File: src/rtl/mult_16_signed_arbiter.sv
// Round-robin front end that shares one pipelined 16x16 signed multiplier among NREQ requesters.
// Optional result chaining (re-multiply product halves) is enabled with MULT_ARB_CHAIN_EN.
module mult_16_signed_arbiter #(
  parameter int unsigned NREQ = 4,
  parameter int unsigned LAT  = 2
) (
  input  logic                      clk,
  input  logic                      rst,
  input  logic [NREQ-1:0]           req_valid,
  output logic [NREQ-1:0]           req_ready,
  input  logic [NREQ*16-1:0]        req_a,
  input  logic [NREQ*16-1:0]        req_b,
`ifdef MULT_ARB_CHAIN_EN
  input  logic [NREQ-1:0]           req_chain,
`endif
  output logic                      rsp_valid,
  input  logic                      rsp_ready,
  output logic [$clog2(NREQ)-1:0]   rsp_id,
  output logic [31:0]               rsp_c,
  output logic                      busy
);

  localparam int unsigned IdW = $clog2(NREQ);
  localparam int unsigned NSt = LAT - 1;

  // Stage 1 data holds {a, b}; later stages hold the product.
  logic [NSt:1]   st_valid_q, st_valid_d;
  logic [NSt:1]   st_chain_q, st_chain_d;
  logic [IdW-1:0] st_id_q   [1:NSt];
  logic [IdW-1:0] st_id_d   [1:NSt];
  logic [31:0]    st_data_q [1:NSt];
  logic [31:0]    st_data_d [1:NSt];

  logic           rsp_valid_q, rsp_valid_d;
  logic [IdW-1:0] rsp_id_q, rsp_id_d;
  logic [31:0]    rsp_c_q, rsp_c_d;
  logic           busy_q, busy_d;
  logic [IdW-1:0] ptr_q, ptr_d;

  logic           advance;
  logic           reinject;
  logic           accept;
  logic           gnt_found;
  logic [IdW-1:0] gnt_idx;
  logic [15:0]    gnt_a;
  logic [15:0]    gnt_b;
  logic           gnt_chain;
  logic [31:0]    prod1;
  logic           tail_valid;
  logic           tail_chain;
  logic [IdW-1:0] tail_id;
  logic [31:0]    tail_p;
  int unsigned    scan;

  assign advance = !rsp_valid_q || rsp_ready;

  // Round-robin scan starting at ptr, wrapping at NREQ.
  always_comb begin
    gnt_found = 1'b0;
    gnt_idx   = '0;
    scan      = 0;
    for (int unsigned off = 0; off < NREQ; off++) begin
      scan = 32'(ptr_q) + off;
      if (scan >= NREQ) scan = scan - NREQ;
      if (!gnt_found && req_valid[scan[IdW-1:0]]) begin
        gnt_found = 1'b1;
        gnt_idx   = scan[IdW-1:0];
      end
    end
  end

  assign gnt_a = req_a[{gnt_idx, 4'h0} +: 16];
  assign gnt_b = req_b[{gnt_idx, 4'h0} +: 16];

`ifdef MULT_ARB_CHAIN_EN
  assign gnt_chain = req_chain[gnt_idx];
`else
  assign gnt_chain = 1'b0;
`endif

  // Sign-extended operands so the low 32 bits are the exact signed product.
  assign prod1 = {{16{st_data_q[1][31]}}, st_data_q[1][31:16]} *
                 {{16{st_data_q[1][15]}}, st_data_q[1][15:0]};

  assign tail_valid = st_valid_q[NSt];
  assign tail_chain = st_chain_q[NSt];
  assign tail_id    = st_id_q[NSt];
  assign tail_p     = (LAT == 2) ? prod1 : st_data_q[NSt];

`ifdef MULT_ARB_CHAIN_EN
  assign reinject = advance && tail_valid && tail_chain;
`else
  assign reinject = 1'b0;
`endif

  assign accept = gnt_found && advance && !reinject;

  always_comb begin
    req_ready = '0;
    if (accept) req_ready[gnt_idx] = 1'b1;
  end

  always_comb begin
    ptr_d = ptr_q;
    if (accept) begin
      if (32'(gnt_idx) == NREQ - 1) ptr_d = '0;
      else                          ptr_d = gnt_idx + 1'b1;
    end
  end

  always_comb begin
    st_valid_d  = st_valid_q;
    st_chain_d  = st_chain_q;
    st_id_d     = st_id_q;
    st_data_d   = st_data_q;
    rsp_valid_d = rsp_valid_q;
    rsp_id_d    = rsp_id_q;
    rsp_c_d     = rsp_c_q;
    if (advance) begin
      for (int k = 2; k <= int'(NSt); k++) begin
        st_valid_d[k] = st_valid_q[k-1];
        st_chain_d[k] = st_chain_q[k-1];
        st_id_d[k]    = st_id_q[k-1];
        st_data_d[k]  = (k == 2) ? prod1 : st_data_q[k-1];
      end
      if (reinject) begin
        st_valid_d[1] = 1'b1;
        st_chain_d[1] = 1'b0;
        st_id_d[1]    = tail_id;
        st_data_d[1]  = {tail_p[15:0], tail_p[31:16]};
      end else if (accept) begin
        st_valid_d[1] = 1'b1;
        st_chain_d[1] = gnt_chain;
        st_id_d[1]    = gnt_idx;
        st_data_d[1]  = {gnt_a, gnt_b};
      end else begin
        st_valid_d[1] = 1'b0;
        st_chain_d[1] = 1'b0;
      end
      // A first-pass chained entry leaves a bubble in the response register.
      rsp_valid_d = tail_valid && !tail_chain;
      if (tail_valid && !tail_chain) begin
        rsp_id_d = tail_id;
        rsp_c_d  = tail_p;
      end
    end
    busy_d = rsp_valid_d || (|st_valid_d);
  end

  always_ff @(posedge clk) begin
    if (rst) begin
      st_valid_q  <= '0;
      st_chain_q  <= '0;
      for (int k = 1; k <= int'(NSt); k++) begin
        st_id_q[k]   <= '0;
        st_data_q[k] <= '0;
      end
      rsp_valid_q <= 1'b0;
      rsp_id_q    <= '0;
      rsp_c_q     <= '0;
      busy_q      <= 1'b0;
      ptr_q       <= '0;
    end else begin
      st_valid_q  <= st_valid_d;
      st_chain_q  <= st_chain_d;
      for (int k = 1; k <= int'(NSt); k++) begin
        st_id_q[k]   <= st_id_d[k];
        st_data_q[k] <= st_data_d[k];
      end
      rsp_valid_q <= rsp_valid_d;
      rsp_id_q    <= rsp_id_d;
      rsp_c_q     <= rsp_c_d;
      busy_q      <= busy_d;
      ptr_q       <= ptr_d;
    end
  end

  assign rsp_valid = rsp_valid_q;
  assign rsp_id    = rsp_id_q;
  assign rsp_c     = rsp_c_q;
  assign busy      = busy_q;

endmodule

File: config.mk
export PLATFORM = sky130hd
export DESIGN_NAME = mult_16_signed_arbiter
export DESIGN_NICKNAME = d
export VERILOG_FILES = /design/src/rtl/mult_16_signed_arbiter.sv
export SDC_FILE = /design/constraint.sdc
export NUM_CORES = 1
export LEC_CHECK = 0
export ABC_AREA = 1
export CORE_MARGIN = 3
export CORE_UTILIZATION = 55
export DETAILED_ROUTE_END_ITERATION = 10
export PLACE_DENSITY_LB_ADDON = 0.08
export RECOVER_POWER = 25
export SYNTH_ARGS = -nofsm -noshare
export SYNTH_HDL_FRONTEND = slang
export SYNTH_SLANG_ARGS = --single-unit
File: constraint.sdc
create_clock -name clk -period 11.1 [get_ports clk]
set_input_delay 3.33 -clock clk [delete_from_list [all_inputs] [get_ports clk]]
set_output_delay 3.33 -clock clk [all_outputs]
set_load 0.01 [all_outputs]
## Word-level counts from Yosys, hierarchy flattened

Cells that the tools add are included.

| word-level totals | value |
|---|---|
| register bits | 73 |
| input port bits | 135 |
| word-level logic and storage cells | 70 |

| cells by class | value |
|---|---|
| $add $sub $neg | 8 |
| multipliers | 1 |
| order comparisons | 10 |
| eq/ne operators | 1 |
| shift operators | 2 |
| muxes and demuxes | 27 |
| reduce and logical (&&, ||, !) cells | 13 |

Operators with widths:

| kind | count |
|---|---|
| $shiftx A64 B7 Y16 | 2 |
| $mul A16 B16 Y32 | 1 |
| $mux W2 | 9 |
| $lt A2 B3 Y1 const B | 5 |
| $mux W1 | 12 |
| $ge A3 B3 Y1 const B | 3 |
| $bmux W1 S2 | 4 |
| $sub A2 B1 Y2 const B | 4 |
| $add A2 B2 Y3 const B | 2 |
| $logic_and A1 B1 Y1 | 5 |
| $logic_not A1 Y1 | 4 |
| $mux W4 | 1 |
| $reduce_and A2 Y1 | 2 |
| $add A2 B1 Y3 const B | 1 |
| $ge A2 B3 Y1 const B | 1 |
| $add A2 B1 Y2 const B | 1 |
| $demux W1 S2 | 1 |
| $eq A2 B2 Y1 const B | 1 |
| $ge A2 B1 Y1 const B | 1 |
| $logic_or A1 B1 Y1 | 2 |

## Depth between registers and ports, before layout

Gate-level depths: netlist of the first run.

| depth | value |
|---|---|
| word-level depth | 19 |
| gate-level depth with buffers | 29 |

## Worst setup path after synthesis of the first run

No wires, ideal clock.

| path | value |
|---|---|
| path kind | in2out |
| start | in req_valid[3] |
| end | out req_ready[3] |
| data arrival time | 4.692 ns |
| required time | 7.770 ns |
| path slack | 3.078 ns |
| cell stages on the path | 13 |
| buffers on the path | 1 |
| cell sequence | inv_1 -> nand2_1 -> nand3_1 -> nand2_2 -> nor2_4 -> nand3_1 -> nand3_2 -> nand2_4 -> inv_2 -> buf_2 -> ha_1 -> inv_1 -> nor2_1 |

| on the way | value |
|---|---|
| cells in the longest elaborated chain, start to end | 17 |
| elaborated cells between the ends (all ways) | 29 |

RTL lines:

| what | line | text |
|---|---|---|
| start: declaration | 9 | `input logic [NREQ-1:0] req_valid,` |
| $bmux W1 S2 | 65 | `if (!gnt_found && req_valid[scan[IdW-1:0]]) begin` |
| $mux W1 (implied by the code) | 65 |  |
| $mux W1 | 65 |  |
| $logic_not A1 Y1 | 65 |  |
| $logic_and A1 B1 Y1 | 65 |  |
| $mux W1 | 65 |  |
| $logic_not A1 Y1 | 65 |  |
| $logic_and A1 B1 Y1 | 65 |  |
| [... 2 more ...] | - |  |
| $logic_and A1 B1 Y1 | 65 |  |
| $mux W2 * | 65 |  |
| via gnt_idx[1] | 44 | `logic [IdW-1:0] gnt_idx;` |
| $lt A2 B3 Y1 (implied by the code) or $ge A2 B1 Y1 (tied branches) | 100 | `if (accept) req_ready[gnt_idx] = 1'b1;` |
| $logic_and A1 B1 Y1 (implied by the code) | 100 |  |
| $mux W1 (implied by the code) | 100 |  |
| $demux W1 S2 * | 100 |  |
| $mux W4 * | 100 |  |
| end: declaration | 10 | `output logic [NREQ-1:0] req_ready,` |

The timed path passes the listed nets; every way through them passes the cells marked *. The select of a mux whose other input is x is not followed.

## Final worst setup path of the first run

| path | value |
|---|---|
| start | in req_valid[3] |
| end | out req_ready[3] |

| on the way | value |
|---|---|
| cells in the longest elaborated chain, start to end | 17 |
| elaborated cells between the ends (all ways) | 29 |

RTL lines:

| what | line |
|---|---|
| $bmux W1 S2 | 65 |
| $mux W1 (implied by the code) | 65 |
| $mux W1 | 65 |
| $logic_not A1 Y1 | 65 |
| $logic_and A1 B1 Y1 | 65 |
| $mux W1 | 65 |
| $logic_not A1 Y1 | 65 |
| $logic_and A1 B1 Y1 | 65 |
| $mux W1 | 65 |
| $logic_not A1 Y1 | 65 |
| $logic_and A1 B1 Y1 | 65 |
| $mux W2 | 65 |
| $lt A2 B3 Y1 (implied by the code) or $ge A2 B1 Y1 (tied branches) | 100 |
| $logic_and A1 B1 Y1 (implied by the code) | 100 |
| $mux W1 (implied by the code) | 100 |
| $demux W1 S2 | 100 |
| $mux W4 * | 100 |

Every way passes the cells marked *; elsewhere a longest branch is shown, timed or not. The select of a mux whose other input is x is not followed.

==> impl_metrics.yaml, run 1 <==
drt:
  dr.pass1.iters: 5
  drt-initial-drc-count: 876
  drt_wl_total_um: 41300
  drc: 0
  post_drt_wl_per_cell_um: 15.8
  avgViaCountPerCell: 5.08
  vias: 13291
  postRouteAntennaNets: 0
logic_synthesis:
  synth_top_area_cell: "fa_1"
  ys_seq_area_share_pct: 9.70
  ys_ff_latch: 73
  synthesis.nets: 2672
  synth_top_flop_cell: "dfxtp_1"
  synth-warning-count: 0
  synth_top_area_share_pct: 34.8
  synth_cell_type_count: 33
  synth-edff-count: 0
  syn-instance-count: 2189
  async_flop_share_pct: 0
  synth_area_um2: 15100
  syn_avg_cell_area_um2: 6.88
  ys_top_cells_by_area: "fa_1, inv_1, nand2_1, dfxtp_1, ha_1"
global_routing:
  grt_max_degree: 67
  grt_pass1_vias: 14109
  grt_first_pass_wirelength_um: 70000
  antenna_found_initial: 0
  grt_overflow: 0
  globalRouteTotalUtil_pct: 30.0
hold_path:
  min_path_type: "reg -> reg"
worst_setup_path:
  worstPathArrival_ps: 6230
  end_kind: "output port"
  cpPeakStageDelay_ps: 630
  critPathBufInv: 5
  path_max_fanout: 52
  crit_family: "buffers and inverters"
  start_kind: "input port"
  worstSetupPathType: "in -> out"
  cpMaxStageDelayCell: "inv_2"
  required_ps: 7770
  path_common_cell: "nand2_1"
  path_cells: "clkdlybuf4s50_1 -> inv_1 -> nand2_1 -> nand2_1 -> nand2_1 -> nand2_1 -> nand2_1 -> nand2_1 -> nand2_2 -> nand3_2 -> inv_2 -> ha_1 -> inv_1 -> nor2_1 -> clkdlybuf4s50_1"
timing:
  timing.slew.headroom_pct: -76.5
  setup_viol: 0
  skew_ps: 16.9
  tns_ps: 0
  timing.final.crit_period_ps: 9560
  rsz0062_at_grt: "no"
  max_freq_ghz: 0.105
  final_hold_viol_count: 0
  period_share_pct: 86.1
  slew_violations: 59
  worst_pin_slew_ps: 2650
floorplanning:
  dieArea_um2: 29400
  rows: 59
  initial_utilization_pct: 56.8
  die_h_um: 171
  boundaryPins: 175
  coreArea_um2: 26500
  fp.dieW_um: 171
clock_network:
  cts_resized: 0
  cts.htree.levels: 3
  cts_hold_buf: 0
  cts-buffers-inserted: 9
  clk_pin_slew_ps: 60
  cts.sinks: 73
  post-cts-setup-buffers: 0
  clock_latency_ps: 350
  cts_tree: "built"
  root_buffer: "clkbuf_16"
  ctsLongestPathBuffers: 2
finish:
  final_cell_mix: "inv_1, nand2_1, fa_1, nor2_1, clkdlybuf4s50_1"
  seq_area_um2: 1460
  drive_gt1_share_pct: 1.93
  synthToLayoutAreaGrowth_pct: 13.5
  final_cells: 2615
  multi_input_area_um2: 10800
  num-nets-final: 2758
  diodes: 0
  final_common_cell: "inv_1"
  fillers: 2470
place:
  placed_cells: 2599
  hpwl_um: 33600
  gp_congestion: 0.924
  portBuffers: 174
status:
  outcome: "finished, violations left"
  violations: "capacitance limit, slew limit"
flow_run:
  maxCapViolations: 1
-- synthesized netlist by cell type, types with 2 or more instances --
| cell type | count |
|---|---|
| nand2_1 | 574 |
| buf_1 | 3 |
| dfxtp_1 | 73 |
| inv_2 | 6 |
| nand3_2 | 3 |
| o211ai_1 | 7 |
| a21oi_1 | 50 |
| nor2_1 | 178 |
| o21ai_0 | 54 |
| ha_1 | 86 |
| xor2_1 | 13 |
| nand4_1 | 26 |
| nand3_1 | 109 |
| fa_1 | 262 |
| inv_1 | 610 |
| xnor2_1 | 7 |
| a21boi_0 | 2 |
| nor3_1 | 9 |
| clkbuf_1 | 78 |
| buf_2 | 16 |
| buf_6 | 7 |
| nand2_2 | 5 |
-- layout make-up --
| class | count | share of cell area [%] |
|---|---|---|
| clock buffers | 9 | 1.32 |
| well taps | 335 | 2.45 |
| multi-input cells | 1394 | 63.2 |
| flip-flops and latches | 73 | 8.54 |
| inverters | 617 | 13.6 |
| clock inverters | 7 | 0.490 |
| repair buffers | 180 | 10.4 |
-- kinds of logic after synthesis --
family / Yosys count / synth area share (%)
xor+xnor: 20 / 1.16
simple gates: 908 / 24.5
buf+inv: 722 / 18.5
fa+ha+maj: 348 / 42.0
flops: 73 / 9.70
compound gates: 118 / 4.18
-- tightest hold or removal path, stage by stage (launching register included) --
cell and delay (ps):
dfxtp_1 330, o211ai_1 90, inv_1 50
-- stage by stage --
stage | area, um2 | worst slack [ps] | util (%) | hold WS, ps
final | 17100 | 1540 | 64.5 | 499
after global routing | 17100 | 1190 | 64.5 | 535
after CTS | 17100 | 1550 | 64.5 | 509
after detailed placement | 16800 | 1560 | 63.4 | 491
after global placement | 16800 | 1590 | 63.4 | 478
after floorplan | 15100 | 3080 | - | 450
-- final timing paths --
path              depth (start not counted)    startpoint            to  slack, ps
hold / removal                            2     rsp_c[15]     rsp_c[15]        500
hold reg to reg                           2     rsp_c[15]     rsp_c[15]        500
setup reg to reg                         20  st_data_q[1]     rsp_c[29]       4580
setup / recovery                         15  req_valid[3]  req_ready[3]       1540
-- registers in the layout (all words and copies together) (netlist names) --
signal,count
st_valid_q,1
rsp_valid,1
st_id_q,2
busy,1
st_data_q,32
rsp_id,2
ptr_q,2
rsp_c,32
-- metal layers --
layer / global-route usage [%] / routed length (um)
met5: 0 / 0
met4: 5.77 / 741
met3: 4.00 / 2660
met2: 53.3 / 20800
met1: 39.8 / 17100
Power of run 1 is left out: the tool's default activity adds up to more than one toggle a clock period on the data nets, which glitch-free logic cannot reach.
==> inputs of run 2 (changes only) <==
--- a/config.mk
+++ b/config.mk
@@ -9,8 +9,10 @@
 export CORE_MARGIN = 3
 export CORE_UTILIZATION = 55
 export DETAILED_ROUTE_END_ITERATION = 10
+export GPL_ROUTABILITY_DRIVEN = 0
 export PLACE_DENSITY_LB_ADDON = 0.08
 export RECOVER_POWER = 25
+export SKIP_CTS_REPAIR_TIMING = 1
 export SYNTH_ARGS = -nofsm -noshare
 export SYNTH_HDL_FRONTEND = slang
 export SYNTH_SLANG_ARGS = --single-unit
==> impl_metrics.yaml, run 2 (synthesis results as in run 1) <==
status:
  outcome: "finished, violations left"
  violations: "capacitance limit, slew limit"
worst_setup_path:
  worstPathArrival_ps: 6230
  r2r_end: "rsp_c[29]"
  start_kind: "input port"
  reg2regPathDepth: 20
  r2r_slack_ps: 4400
  end_kind: "output port"
  worstSetupPathType: "in -> out"
  required_ps: 7770
  r2r-start: "st_data_q[1]"
  path_max_fanout: 34
timing:
  period_share_pct: 86.1
  setup_viol: 0
  worst_pin_slew_ps: 1980
  rsz0062_at_grt: "no"
  slew_violations: 48
  timing.slew.headroom_pct: -31.9
  max_freq_ghz: 0.105
  final_hold_viol_count: 0
  timing.final.crit_period_ps: 9560
  tns_ps: 0
  skew_ps: 19.9
hold_path:
  min_path_type: "reg -> reg"
  hold_depth: 2
  holdPathEnd: "rsp_c[0]"
  min-delay-start: "rsp_c[0]"
drt:
  postRouteAntennaNets: 0
  drc: 0
  drt-initial-drc-count: 1156
  dr.pass1.iters: 7
  drt_wl_total_um: 40300
  vias: 13368
  post_drt_wl_per_cell_um: 15.4
  avgViaCountPerCell: 5.11
clock_network:
  ctsLongestPathBuffers: 2
  cts-buffers-inserted: 9
  cts.htree.levels: 3
  clk_pin_slew_ps: 80
  cts_tree: "built"
  root_buffer: "clkbuf_16"
  cts.sinks: 73
  clock_latency_ps: 360
finish:
  synthToLayoutAreaGrowth_pct: 13.5
  diodes: 0
  drive_gt1_share_pct: 1.93
  num-nets-final: 2758
  final_cell_mix: "inv_1, nand2_1, fa_1, nor2_1, clkdlybuf4s50_1"
  final_common_cell: "inv_1"
  fillers: 2410
global_routing:
  grt_first_pass_wirelength_um: 67300
  globalRouteTotalUtil_pct: 28.7
  grt_pass1_vias: 13470
  antenna_found_initial: 0
  grt_max_degree: 67
  grt_overflow: 0
place:
  portBuffers: 174
  hpwl_um: 32900
flow_run:
  maxCapViolations: 1
floorplanning:
  die_h_um: 171
  boundaryPins: 175
  fp.dieW_um: 171
  dieArea_um2: 29400
  rows: 59
  initial_utilization_pct: 56.8
  coreArea_um2: 26500
[run 2: cell counts in the layout (fill, tap and decap cells not counted)]
No cell type changed its count.
[run 2: layout make-up]
class	instances	area (um2)	share of cell area, %
multi-input combinational	1394	10800	63.2
inverter	617	2320	13.6
timing repair buffer	180	1780	10.4
sequential	73	1460	8.55
tap	335	419	2.45
clock buffer	9	225	1.32
clock inverter	7	83.8	0.490
[run 2: routing by layer]
| layer | part of all wire, % | up-vias | wire [um] | GRT usage (%) |
|---|---|---|---|---|
| met1 | 43 | 6368 | 17500 | 40.2 |
| met2 | 47 | 500 | 19000 | 47.8 |
| met3 | 7.4 | 67 | 3000 | 4.80 |
| li1 | - | 6433 | - | - |
| met5 | 0 | - | 0 | 0 |
| met4 | 2.0 | 0 | 822 | 5.74 |
[run 2: worst max path at each step]
| stage | start | end | cells after the start |
|---|---|---|---|
| 2_1_floorplan | req_valid[3] | req_ready[3] | 13 |
| 5_1_grt | req_valid[1] | req_ready[3] | 14 |
| 4_1_cts | req_valid[3] | req_ready[3] | 14 |
| 3_5_place_dp | req_valid[3] | req_ready[3] | 14 |
| 6_report | req_valid[3] | req_ready[3] | 14 |
| 3_3_place_gp | req_valid[1] | req_ready[3] | 14 |
[run 2: stage by stage]
stage | util [%] | instance area, um2 | setup slack, ps | instances | hold slack [ps]
after floorplan | - | 15100 | 3080 | 2189 | 450
after global placement | 63.4 | 16800 | 1610 | 2599 | 469
after detailed placement | 63.4 | 16800 | 1530 | 2599 | 475
after CTS | 64.5 | 17100 | 1520 | 2615 | 495
after global routing | 64.5 | 17100 | 1300 | 2615 | 532
final | 64.5 | 17100 | 1540 | 2615 | 493
[run 2: critical path: stages]
cell and delay, ps:
clkdlybuf4s50_1 410, inv_1 90, nand2_1 70, nand3_1 140, nand2_2 100, nor2_4 170, nand3_1 100, nand3_2 110
nand2_4 210, inv_2 530, ha_1 260, inv_1 60, nor2_1 90, clkdlybuf4s50_1 560
Power of run 2 is left out for the same reason.
